==> config.mk <==
export PLATFORM = sky130hd
export DESIGN_NAME = rf_wb_arbiter_flat
export DESIGN_NICKNAME = d
export VERILOG_FILES = /design/src/rtl/rf_wb_if.sv /design/src/rtl/rf_wb_arbiter.sv /design/src/flat_wrapper.sv
export SDC_FILE = /design/constraint.sdc
export NUM_CORES = 1
export LEC_CHECK = 0
export CELL_PAD_IN_SITES_DETAIL_PLACEMENT = 0
export CELL_PAD_IN_SITES_GLOBAL_PLACEMENT = 2
export CORE_UTILIZATION = 27
export CTS_BUF_LIST = sky130_fd_sc_hd__clkbuf_8
export DETAILED_ROUTE_END_ITERATION = 10
export PLACE_DENSITY = 0.94
export SYNTH_ARGS = -nofsm -noshare
export SYNTH_HDL_FRONTEND = slang
export SYNTH_SLANG_ARGS = --single-unit
export TNS_END_PERCENT = 30
==> constraint.sdc <==
create_clock -name clk -period 5.7 [get_ports clk]
set_input_delay 1.14 -clock clk [delete_from_list [all_inputs] [get_ports clk]]
set_output_delay 1.14 -clock clk [all_outputs]
set_load 0.02 [all_outputs]
==> src/rtl/rf_wb_if.sv <==
// Writeback bus between the ALU/load sources, the arbiter and the register file.
// Bypass taps are present only when RF_WB_ARB_BYPASS_EN is defined.
interface rf_wb_if #(
    parameter int XLEN = 32
);
    logic            alu_valid;
    logic [4:0]      alu_rd;
    logic [XLEN-1:0] alu_data;
    logic            alu_ready;
    logic            mem_valid;
    logic [4:0]      mem_rd;
    logic [XLEN-1:0] mem_data;
    logic            mem_ready;
    logic            rf_we;
    logic [4:0]      rf_waddr;
    logic [XLEN-1:0] rf_wdata;
    logic            alu_prio;
`ifdef RF_WB_ARB_BYPASS_EN
    logic [4:0]      rs1_addr;
    logic [4:0]      rs2_addr;
    logic            rs1_fwd_hit;
    logic            rs2_fwd_hit;
    logic [XLEN-1:0] fwd_data;
`endif

    // master: sources, register file and decode taps; slave: the arbiter
    modport master (
        output alu_valid, alu_rd, alu_data, mem_valid, mem_rd, mem_data,
`ifdef RF_WB_ARB_BYPASS_EN
        output rs1_addr, rs2_addr,
        input  rs1_fwd_hit, rs2_fwd_hit, fwd_data,
`endif
        input  alu_ready, mem_ready, rf_we, rf_waddr, rf_wdata, alu_prio
    );

    modport slave (
        input  alu_valid, alu_rd, alu_data, mem_valid, mem_rd, mem_data,
`ifdef RF_WB_ARB_BYPASS_EN
        input  rs1_addr, rs2_addr,
        output rs1_fwd_hit, rs2_fwd_hit, fwd_data,
`endif
        output alu_ready, mem_ready, rf_we, rf_waddr, rf_wdata, alu_prio
    );
endinterface

==> src/rtl/rf_wb_arbiter.sv <==
// Register-file write-port arbiter: loads win by default, starved ALU writes get forced through.
// Optional decode bypass taps under RF_WB_ARB_BYPASS_EN.
module rf_wb_arbiter #(
    parameter int XLEN         = 32,
    parameter int STARVE_LIMIT = 4   // 1..15
) (
    input  logic    clk,
    input  logic    rst,
    rf_wb_if.slave  bus
);
    typedef enum logic {PRI_MEM = 1'b0, PRI_ALU = 1'b1} state_t;

    typedef struct packed {
        logic [4:0]      rd;
        logic [XLEN-1:0] data;
    } wb_req_t;

    localparam logic [3:0] LIMIT = 4'(STARVE_LIMIT);

    state_t          state, state_nxt;
    logic [3:0]      starve_cnt, starve_cnt_nxt;
    logic            alu_gnt, mem_gnt, xfer;
    wb_req_t         win;
    logic [1:0]      vld_pipe;
    logic [4:0]      waddr_q;
    logic [XLEN-1:0] wdata_q;

    // Combinational grant; nothing is accepted while reset is held.
    always_comb begin
        alu_gnt = 1'b0;
        mem_gnt = 1'b0;
        if (!rst) begin
            if (state == PRI_MEM) begin
                mem_gnt = bus.mem_valid;
                alu_gnt = bus.alu_valid & ~bus.mem_valid;
            end else begin
                alu_gnt = bus.alu_valid;
                mem_gnt = bus.mem_valid & ~bus.alu_valid;
            end
        end
    end

    always_comb begin
        win = '{rd: bus.alu_rd, data: bus.alu_data};
        if (mem_gnt) win = '{rd: bus.mem_rd, data: bus.mem_data};
    end

    assign xfer        = alu_gnt | mem_gnt;
    // x0 writes are accepted but never reach the register file
    assign vld_pipe[0] = xfer & (win.rd != 5'd0);

    always_comb begin
        state_nxt      = state;
        starve_cnt_nxt = starve_cnt;
        if (!bus.alu_valid || alu_gnt)
            starve_cnt_nxt = 4'd0;
        else if (mem_gnt && starve_cnt != LIMIT)
            starve_cnt_nxt = starve_cnt + 4'd1;
        case (state)
            PRI_MEM: if (starve_cnt_nxt == LIMIT) state_nxt = PRI_ALU;
            PRI_ALU: if (alu_gnt || !bus.alu_valid) state_nxt = PRI_MEM;
            default: state_nxt = PRI_MEM;
        endcase
    end

    always_ff @(posedge clk or posedge rst) begin
        if (rst) begin
            state      <= PRI_MEM;
            starve_cnt <= 4'd0;
        end else begin
            state      <= state_nxt;
            starve_cnt <= starve_cnt_nxt;
        end
    end

    // One-cycle output stage; addr/data hold when nothing is written.
    always_ff @(posedge clk or posedge rst) begin
        if (rst) begin
            vld_pipe[1] <= 1'b0;
            waddr_q     <= 5'd0;
            wdata_q     <= '0;
        end else begin
            vld_pipe[1] <= vld_pipe[0];
            if (vld_pipe[0]) begin
                waddr_q <= win.rd;
                wdata_q <= win.data;
            end
        end
    end

    assign bus.alu_ready = alu_gnt;
    assign bus.mem_ready = mem_gnt;
    assign bus.rf_we     = vld_pipe[1];
    assign bus.rf_waddr  = waddr_q;
    assign bus.rf_wdata  = wdata_q;
    assign bus.alu_prio  = (state == PRI_ALU);

`ifdef RF_WB_ARB_BYPASS_EN
    // Lets decode see a write that the register file has not committed yet.
    assign bus.rs1_fwd_hit = vld_pipe[1] & (waddr_q == bus.rs1_addr) & (bus.rs1_addr != 5'd0);
    assign bus.rs2_fwd_hit = vld_pipe[1] & (waddr_q == bus.rs2_addr) & (bus.rs2_addr != 5'd0);
    assign bus.fwd_data    = wdata_q;
`endif
endmodule

==> src/flat_wrapper.sv <==
// flat-port wrapper written by rule: the top's interface ports become plain ports
module rf_wb_arbiter_flat 
#(
    parameter int XLEN         = 32,
    parameter int STARVE_LIMIT = 4           
)
  (clk, rst, bus_alu_valid, bus_alu_rd, bus_alu_data, bus_mem_valid, bus_mem_rd, bus_mem_data, bus_alu_ready, bus_mem_ready, bus_rf_we, bus_rf_waddr, bus_rf_wdata, bus_alu_prio);
  rf_wb_if #(.XLEN(XLEN)) bus_i ();
  input  logic clk;
  input  logic rst;
  input wire logic [$bits(bus_i.alu_valid)-1:0] bus_alu_valid;
  input wire logic [$bits(bus_i.alu_rd)-1:0] bus_alu_rd;
  input wire logic [$bits(bus_i.alu_data)-1:0] bus_alu_data;
  input wire logic [$bits(bus_i.mem_valid)-1:0] bus_mem_valid;
  input wire logic [$bits(bus_i.mem_rd)-1:0] bus_mem_rd;
  input wire logic [$bits(bus_i.mem_data)-1:0] bus_mem_data;
  output wire logic [$bits(bus_i.alu_ready)-1:0] bus_alu_ready;
  output wire logic [$bits(bus_i.mem_ready)-1:0] bus_mem_ready;
  output wire logic [$bits(bus_i.rf_we)-1:0] bus_rf_we;
  output wire logic [$bits(bus_i.rf_waddr)-1:0] bus_rf_waddr;
  output wire logic [$bits(bus_i.rf_wdata)-1:0] bus_rf_wdata;
  output wire logic [$bits(bus_i.alu_prio)-1:0] bus_alu_prio;
  assign bus_i.alu_valid = bus_alu_valid;
  assign bus_i.alu_rd = bus_alu_rd;
  assign bus_i.alu_data = bus_alu_data;
  assign bus_i.mem_valid = bus_mem_valid;
  assign bus_i.mem_rd = bus_mem_rd;
  assign bus_i.mem_data = bus_mem_data;
  assign bus_alu_ready = bus_i.alu_ready;
  assign bus_mem_ready = bus_i.mem_ready;
  assign bus_rf_we = bus_i.rf_we;
  assign bus_rf_waddr = bus_i.rf_waddr;
  assign bus_rf_wdata = bus_i.rf_wdata;
  assign bus_alu_prio = bus_i.alu_prio;
  rf_wb_arbiter #(.XLEN(XLEN), .STARVE_LIMIT(STARVE_LIMIT)) u_core (.clk(clk), .rst(rst), .bus(bus_i));
endmodule
==> results of run 1 <==
## power by group
part | switching (mW) | total (mW) | leakage [nW] | internal [mW]
sequential | 0.0220 | 0.371 | 0.517 | 0.349
combinational | 0.131 | 0.316 | 0.939 | 0.185
clock | 0.104 | 0.189 | 0.0402 | 0.0852
total | 0.258 | 0.877 | 1.50 | 0.620
## logic make-up (layout without fill, tap and decap cells)
family / after synthesis / in the layout
AOI/OAI and AO/OA: 16 / 16
and+or+nand+nor: 17 / 17
adders and majority gates: 2 / 2
muxes: 71 / 71
xor gates and xnor gates: 2 / 2
DFF: 43 / 43
buffers and inverters: 17 / 139
## through the flow
step	std cells	power, mW	worst slack, ps
floorplan	168	0.531	2070
global placement	387	0.694	1600
detailed placement	387	0.699	1550
CTS	395	0.898	1560
global route	395	0.928	1450
finish	395	0.877	1590
## worst min path at each step
stage	endpoint	slack, ps	depth (start not counted)
detailed placement	u_core.bus.rf_wdata[24]$_DFFE_PP0P_	470	1
CTS	u_core.bus.rf_wdata[24]$_DFFE_PP0P_	500	1
floorplan	u_core.starve_cnt[3]$_DFF_PP0_	540	2
finish	u_core.bus.rf_wdata[28]$_DFFE_PP0P_	490	1
global route	u_core.bus.rf_wdata[4]$_DFFE_PP0P_	510	1
global placement	u_core.bus.rf_wdata[28]$_DFFE_PP0P_	470	1
## layout make-up
type	count	area, µm²	area share (%)
repair buffers	121	1220	33.2
multi-input cells	108	1120	30.5
flip-flops and latches	43	1080	29.3
well taps	105	131	3.58
clock buffers	5	68.8	1.88
inverters	10	37.5	1.02
clock inverters	3	20.0	0.546
## flip-flops by register name (all words and copies together), names as in the netlist
signal               cells
u_core.bus.alu_prio      1
u_core.bus.rf_wdata     32
u_core.starve_cnt        4
u_core.bus.rf_we         1
u_core.bus.rf_waddr      5
## metal layers
metal	GRT usage [%]	wire (µm)	vias up
met4	2.69	33	0
met1	14.4	2180	844
met2	21.2	2660	75
met3	3.07	455	5
met5	0	0	-
li1	-	-	851
## layout by cell type, fill, tap and decap left out
cell	synthesis	routed
clkdlybuf4s50_1	0	118
dfrtp_1	43	43
mux2_2	37	37
mux2_1	17	17
mux2_4	11	11
inv_1	10	9
nor2_1	5	5
o22ai_1	5	5
clkbuf_8	0	5
mux2i_2	3	3
a31oi_1	3	3
mux2i_1	3	3
o21ai_1	2	2
nor3b_1	2	2
nand3_1	2	2
ha_1	2	2
clkinvlp_4	0	2
buf_4	0	2
nand2_1	1	1
nor2b_4	1	1
nand2_2	1	1
inv_2	0	1
a41oi_4	1	1
nor2b_1	1	1
o21ai_0	1	1
or4_1	1	1
a21oi_1	1	1
nand3b_1	1	1
xnor2_1	1	1
nand4_1	1	1
xor2_1	1	1
o22a_1	1	1
or3b_2	1	1
o2111a_1	1	1
a2bb2o_1	1	1
clkinv_2	0	1
buf_12	0	1
==> impl_metrics.ini, run 1 <==
[run_status]
status = finished, final reports clean

[clocking]
cts-hold-fix-buffers = 0
path_clk_slew_ps = 90
ctsHtreeMaxLevel = 2
cts_inserted_buffers = 5
cts_tree = done
cts_resized = 0
cts-root-buf = clkbuf_8
cts_setup_buffers = 0
cts_buffer_depth = 2
clock_sinks = 43
clock_latency_ps = 290

[setup_path]
crit_path_end_kind = output port
cp_num_cells = 5
crit_end = bus_mem_ready
crit_path_top_delay_cell = clkdlybuf4s50_1
r2r-end = u_core.bus.rf_wdata[7]$_DFFE_PP0P_
max_stage_delay_ps = 620
crit_start = rst
path_delay_family = buffers and inverters
timing.reg2reg.worst_path_depth = 6
crit_top_cell = clkdlybuf4s50_1
cp_max_fo = 24
ff2ff_setup_slack_ps = 2980
timing.rr.start = u_core.bus.alu_prio$_DFF_PP0_
path_buf_inv = 3
critical_path_class = input port to output port
cp_data_required_time_ps = 4560
worstPathArrival_ps = 2970
path_cells = clkdlybuf4s50_1 > nor2b_4 > nand2_2 > inv_1 > clkdlybuf4s50_1
start_kind = input port

[global_routing]
grt_usage_pct = 11.9
grt_pass1_wl_mm = 8.23
antenna_found_initial = 0
first_global_vias = 1745
grt_max_degree = 45
overflow = 0

[synth]
synthesis.area_um2 = 2280
ys_seq_area_share_pct = 47.1
yosysWarnings = 0
postSynthCellCount = 168
yosysTopAreaCell = dfrtp_1
yosysTopAreaCellShare_pct = 47.1
synth_most_common_cell = dfrtp_1
ys_types = 34
synth_compound_area_share_pct = 5.59
synth_ff_type = dfrtp_1
yosys.area_share.simple_pct = 4.55
syn_nets = 248
synthMuxAreaShare_pct = 37.0
syn_avg_cell_area_um2 = 13.6
synth_common_cells = dfrtp_1, mux2_2, mux2_1
synth-adder-area-share_pct = 1.10
synthXorXnorAreaFrac_pct = 0.768
synthArstFlopShare_pct = 100
synth_top_family_by_area = multiplexers
synth_area_leaders = dfrtp_1, mux2_2, mux2_1
synth_edf_count = 0
ys_ff_latch = 43

[layout]
final_nets = 369
n_antenna_cell = 0
design_area_um2 = 3670
area_growth_pct = 60.7
drive_gt1_share_pct = 23.1
num-fill-cells = 768
fin_util_pct = 44.6

[placed_design]
place_area_um2 = 3580
detailed_place_hpwl_mm = 4.00
io_buffers = 118
gp_congestion = 0.726

[floorplan]
rows = 33
die_x_um = 93.9
initial_core_util_pct = 27.8
die_h_um = 93.9
die-area_um2 = 8820
io_pins = 119
core_um2 = 8220

[worst_hold_path]
hp-class = register to register
min_from = u_core.bus.rf_wdata[28]$_DFFE_PP0P_

[drt]
via_count = 1775
drt_iter0_drc = 28
avgViaCountPerCell = 4.49
wl_mm = 5.33
detail_route.wl_per_cell_um = 13.5
drt_first_pass_iters = 4
drc_errors = 0
final_antenna_net_count = 0

[sta]
drv_slew = 0
grt_setup_unrepaired = false
whs_ps = 491
max_freq_ghz = 0.243
fin_tns_setup_ps = 0
clock_skew_ps = 5.16
setup_viol = 0
worst_slew_pin_slew_ps = 749
finalHoldViolations = 0
finalCriticalPeriod_ps = 4110
relSlewSlack_pct = 49.9
finalCritPeriodShare_pct = 72.1

[power_and_ir_drop]
leakagePower_nw = 1.50
ir_worst_vdd_v = 0.000121
powerDensity_nw_per_um2 = 239

[run]
maxCapViolCount = 0
Power figures use the tool's default switching activity.
==> run 2, diff against run 1 <==
CORE_UTILIZATION = 25   (was 27)
PLACE_DENSITY = 0.88   (was 0.94)
clock period = 4 ns   (was 5.7 ns; I/O delays follow)
==> impl_metrics.ini, run 2 (synthesis results as in run 1) <==
[layout]
largest_register_ffs = 32
fin_util_pct = 42.4
num-fill-cells = 851
final_common_cell = clkdlybuf4s50_1
final_nets = 371
drive_gt1_share_pct = 23.3
area_growth_pct = 62.9
final_cell_mix = clkdlybuf4s50_1, dfrtp_1, mux2_2, mux2_1, mux2_4
n_antenna_cell = 0
design_area_um2 = 3720

[placed_design]
place_area_um2 = 3590
detailed_place_hpwl_mm = 4.22
gp_congestion = 0.738
io_buffers = 118

[sta]
finalCritPeriodShare_pct = 79.0
fin_tns_setup_ps = 0
finalHoldViolations = 0
worst_slew_pin_slew_ps = 767
whs_ps = 489
setup_viol = 0
clock_skew_ps = 3.58
drv_slew = 0
grt_setup_unrepaired = false
finalCriticalPeriod_ps = 3160
max_freq_ghz = 0.316
relSlewSlack_pct = 48.5

[power_and_ir_drop]
clkPwrFrac_pct = 28.8
leakagePower_nw = 1.53
ir_worst_vdd_v = 0.000240
swShare_pct = 26.9
comb_power_share_pct = 32.7
power.internal_mw = 1.01
powerDensity_nw_per_um2 = 371
seq_power_share_pct = 38.4
p_sw_mw = 0.370

[floorplan]
die_h_um = 97.5
initial_core_util_pct = 26.0
die-area_um2 = 9520
die_x_um = 97.5
core_um2 = 8760
rows = 34
io_pins = 119

[global_routing]
grt_usage_pct = 12.4
antenna_found_initial = 0
first_global_vias = 1980
grt_max_degree = 45
grt_pass1_wl_mm = 9.54
overflow = 0

[clocking]
clock_latency_ps = 290
path_clk_slew_ps = 80
cts-root-buf = clkbuf_8
ctsHtreeMaxLevel = 2
cts_setup_buffers = 0
cts_resized = 0
clock_sinks = 43
cts-hold-fix-buffers = 0
cts_tree = done
cts_buffer_depth = 2
cts_inserted_buffers = 5

[setup_path]
crit_end = bus_mem_ready
cp_data_required_time_ps = 3200
crit_path_end_kind = output port
ff2ff_setup_slack_ps = 1890
crit_start = rst
timing.reg2reg.worst_path_depth = 6
cp_max_fo = 8
worstPathArrival_ps = 2360
timing.rr.start = u_core.bus.alu_prio$_DFF_PP0_
start_kind = input port
r2r-end = u_core.bus.rf_wdata[23]$_DFFE_PP0P_
critical_path_class = input port to output port

[run]
maxCapViolCount = 0

[drt]
drt_iter0_drc = 30
wl_mm = 5.59
drt_first_pass_iters = 5
via_count = 1804
final_antenna_net_count = 0
detail_route.wl_per_cell_um = 14.0
drc_errors = 0
avgViaCountPerCell = 4.51

[run_status]
status = finished, final reports clean

[worst_hold_path]
hp-class = register to register
## run 2: cell types whose count changed in the layout (fill, tap and decap cells not counted), sizes merged
cell,previous run,this run
bufinv,0,2
clkinv,1,0
inv,10,11
buf,3,5
clkinvlp,2,0
## run 2: metal layers
metal / global-route usage, % / up-vias / wire length, µm
met5: 0 / - / 0
met3: 4.24 / 5 / 476
met1: 14.4 / 865 / 2340
met4: 2.04 / 0 / 28
li1: - / 851 / -
met2: 22.2 / 83 / 2750
## run 2: worst max-delay path, stage by stage
cell,delay (ps)
clkdlybuf4s50_1,500
nor2b_4,170
nand2_2,170
inv_1,90
clkdlybuf4s50_1,620
## run 2: worst min path at each step
stage,from,end,slack (ps),cells past startpoint
after global placement,u_core.bus.rf_wdata[25]$_DFFE_PP0P_,u_core.bus.rf_wdata[25]$_DFFE_PP0P_,470,1
after global routing,u_core.bus.rf_wdata[28]$_DFFE_PP0P_,u_core.bus.rf_wdata[28]$_DFFE_PP0P_,520,1
final,u_core.bus.rf_wdata[4]$_DFFE_PP0P_,u_core.bus.rf_wdata[4]$_DFFE_PP0P_,490,1
after CTS,u_core.bus.rf_wdata[25]$_DFFE_PP0P_,u_core.bus.rf_wdata[25]$_DFFE_PP0P_,490,1
after detailed placement,u_core.bus.rf_wdata[25]$_DFFE_PP0P_,u_core.bus.rf_wdata[25]$_DFFE_PP0P_,470,1
after floorplan,u_core.starve_cnt[3]$_DFF_PP0_,u_core.starve_cnt[3]$_DFF_PP0_,540,2
## run 2: metrics by stage
step,cells,worst slack (ps),power (mW)
6_report,400,839,1.38
5_1_grt,400,780,1.45
4_1_cts,400,830,1.40
3_5_place_dp,392,827,0.997
3_3_place_gp,392,851,0.991
2_1_floorplan,168,711,0.757
## run 2: layout make-up
class	count	area, µm²	area share (%)
Clock buffer	5	68.8	1.85
Clock inverter	3	63.8	1.72
Inverter	10	37.5	1.01
Multi-Input combinational cell	108	1120	30.1
Sequential cell	43	1080	28.9
Tap cell	108	135	3.63
Timing Repair Buffer	123	1220	32.8
## run 2: power groups by stage
stage | combinational (mW) | sequential [mW] | clock (mW)
final | 0.451 | 0.530 | 0.397
after global routing | 0.482 | 0.539 | 0.433
after CTS | 0.460 | 0.531 | 0.414
after detailed placement | 0.458 | 0.539 | 0
after global placement | 0.455 | 0.536 | 0
after floorplan | 0.141 | 0.617 | 0
==> run 3, diff against run 2 <==
CORE_UTILIZATION = 22   (was 25)
PLACE_DENSITY = 0.83   (was 0.88)
clock period = 2.55 ns   (was 4 ns; I/O delays follow)
==> impl_metrics.ini, run 3 (synthesis results as in run 1) <==
[power_and_ir_drop]
p_total_mw = 2.17
leakagePower_nw = 1.61
powerDensity_nw_per_um2 = 564
ir_worst_vdd_v = 0.000318

[worst_hold_path]
whs_path_depth = 1
hp-class = register to register
min_from = u_core.bus.rf_wdata[25]$_DFFE_PP0P_

[layout]
final_nets = 383
layout.cells.non_filler = 437
area_growth_pct = 69.0
num-fill-cells = 948
design_area_um2 = 3860
final_cell_mix = clkdlybuf4s50_1, dfrtp_1, mux2_2, mux2_1, buf_4
fin_util_pct = 38.9
final_common_cell = clkdlybuf4s50_1
largest_register_ffs = 32
n_antenna_cell = 0
drive_gt1_share_pct = 26.3

[global_routing]
first_global_vias = 2010
grt_usage_pct = 11.4
top_usage_layer = met2
overflow = 0
use_met2_pct = 20.5
grt_max_degree = 45
antenna_found_initial = 0
grt_pass1_wl_mm = 9.81
grtUsageMet1_pct = 13.0
globalRouteMet3Util_pct = 3.20

[floorplan]
die_h_um = 104
initial_core_util_pct = 23.0
die-area_um2 = 10800
core_um2 = 9910
rows = 36
io_pins = 119
die_x_um = 104

[sta]
fin_tns_setup_ps = 0
finalCritPeriodShare_pct = 89.8
drv_slew = 0
finalCriticalPeriod_ps = 2290
setup_viol = 0
worst_slew_pin_slew_ps = 558
relSlewSlack_pct = 62.8
worst_slack_ps = 259
grt_setup_unrepaired = false
clock_skew_ps = 5.98
finalHoldViolations = 0
whs_ps = 490
max_freq_ghz = 0.437

[drt]
via_count = 1805
wl_mm = 5.86
avgViaCountPerCell = 4.13
drt_iter0_drc = 33
drc_errors = 0
detail_route.wl_per_cell_um = 13.4
final_antenna_net_count = 0
drt_first_pass_iters = 4

[run_status]
status = finished, final reports clean

[placed_design]
gp_congestion = 0.680
dp.cells = 429
io_buffers = 118
place_area_um2 = 3720
pre_cts_ws_ps = -62.5
detailed_place_hpwl_mm = 4.48

[clocking]
cts_tree = done
clock_latency_ps = 290
cts-root-buf = clkbuf_8
cts_buffer_depth = 2
path_clk_slew_ps = 80
ctsHtreeMaxLevel = 2
cts-hold-fix-buffers = 0
cts_inserted_buffers = 5
clock_sinks = 43

[setup_path]
timing.rr.start = u_core.bus.alu_prio$_DFF_PP0_
cp_data_required_time_ps = 2040
start_kind = input port
cp_max_fo = 7
crit_start = bus_mem_valid
worstPathArrival_ps = 1780
critical_path_class = input port to output port
ff2ff_setup_slack_ps = 600
crit_path_end_kind = output port
timing.reg2reg.worst_path_depth = 6

[run]
maxCapViolCount = 0
## run 3: cell count changes in the layout (fill, tap and decap cells not counted)
cell / delta
buf_4: +11
clkdlybuf4s50_1: -2
buf_12: +1
clkinvlp_4: +1
dlygate4sd2_1: +1
dlymetal6s2s_1: +1
inv_2: -1
## run 3: repair_timing
| item | CTS | global route |
|---|---|---|
| gates cloned | 0 | 0 |
| gates resized for setup | 1 | 1 |
| setup endpoints to repair | 1 | 1 |
| setup buffers | 0 | 0 |
## run 3: power breakdown
group | switching (mW) | leakage [nW] | total, mW | internal [mW]
clock network | 0.227 | 0.0695 | 0.614 | 0.388
registers | 0.0462 | 0.517 | 0.827 | 0.781
logic | 0.305 | 1.02 | 0.733 | 0.428
## run 3: final timing paths
| path | endpoint |
|---|---|
| worst max-delay path | bus_mem_ready |
| worst min-delay path | u_core.bus.rf_wdata[25]$_DFFE_PP0P_ |
| worst max register to register | u_core.bus.rf_wdata[26]$_DFFE_PP0P_ |
| worst min register to register | u_core.bus.rf_wdata[25]$_DFFE_PP0P_ |
| max in group asynchronous | u_core.bus.rf_wdata[18]$_DFFE_PP0P_ |
| min in group asynchronous | u_core.starve_cnt[3]$_DFF_PP0_ |
## run 3: layout make-up
class | instances | area, µm² | area share, %
repair buffers | 135 | 1320 | 34.3
multi-input cells | 108 | 1120 | 29.0
flip-flops and latches | 43 | 1080 | 27.9
well taps | 133 | 166 | 4.31
clock buffers | 5 | 68.8 | 1.78
clock inverters | 3 | 63.8 | 1.65
inverters | 10 | 41.3 | 1.07
## run 3: per-layer routing
metal	share of wire, %	up-vias
met1	42	853
met4	0.92	0
met5	0	-
met2	51	66
li1	-	881
met3	6.9	5
## run 3: critical path, cell delays in order
cell and delay [ps]:
clkdlybuf4s50_1 470, nor2b_4 160, nand2_2 150, inv_1 100
dlygate4sd2_1 380
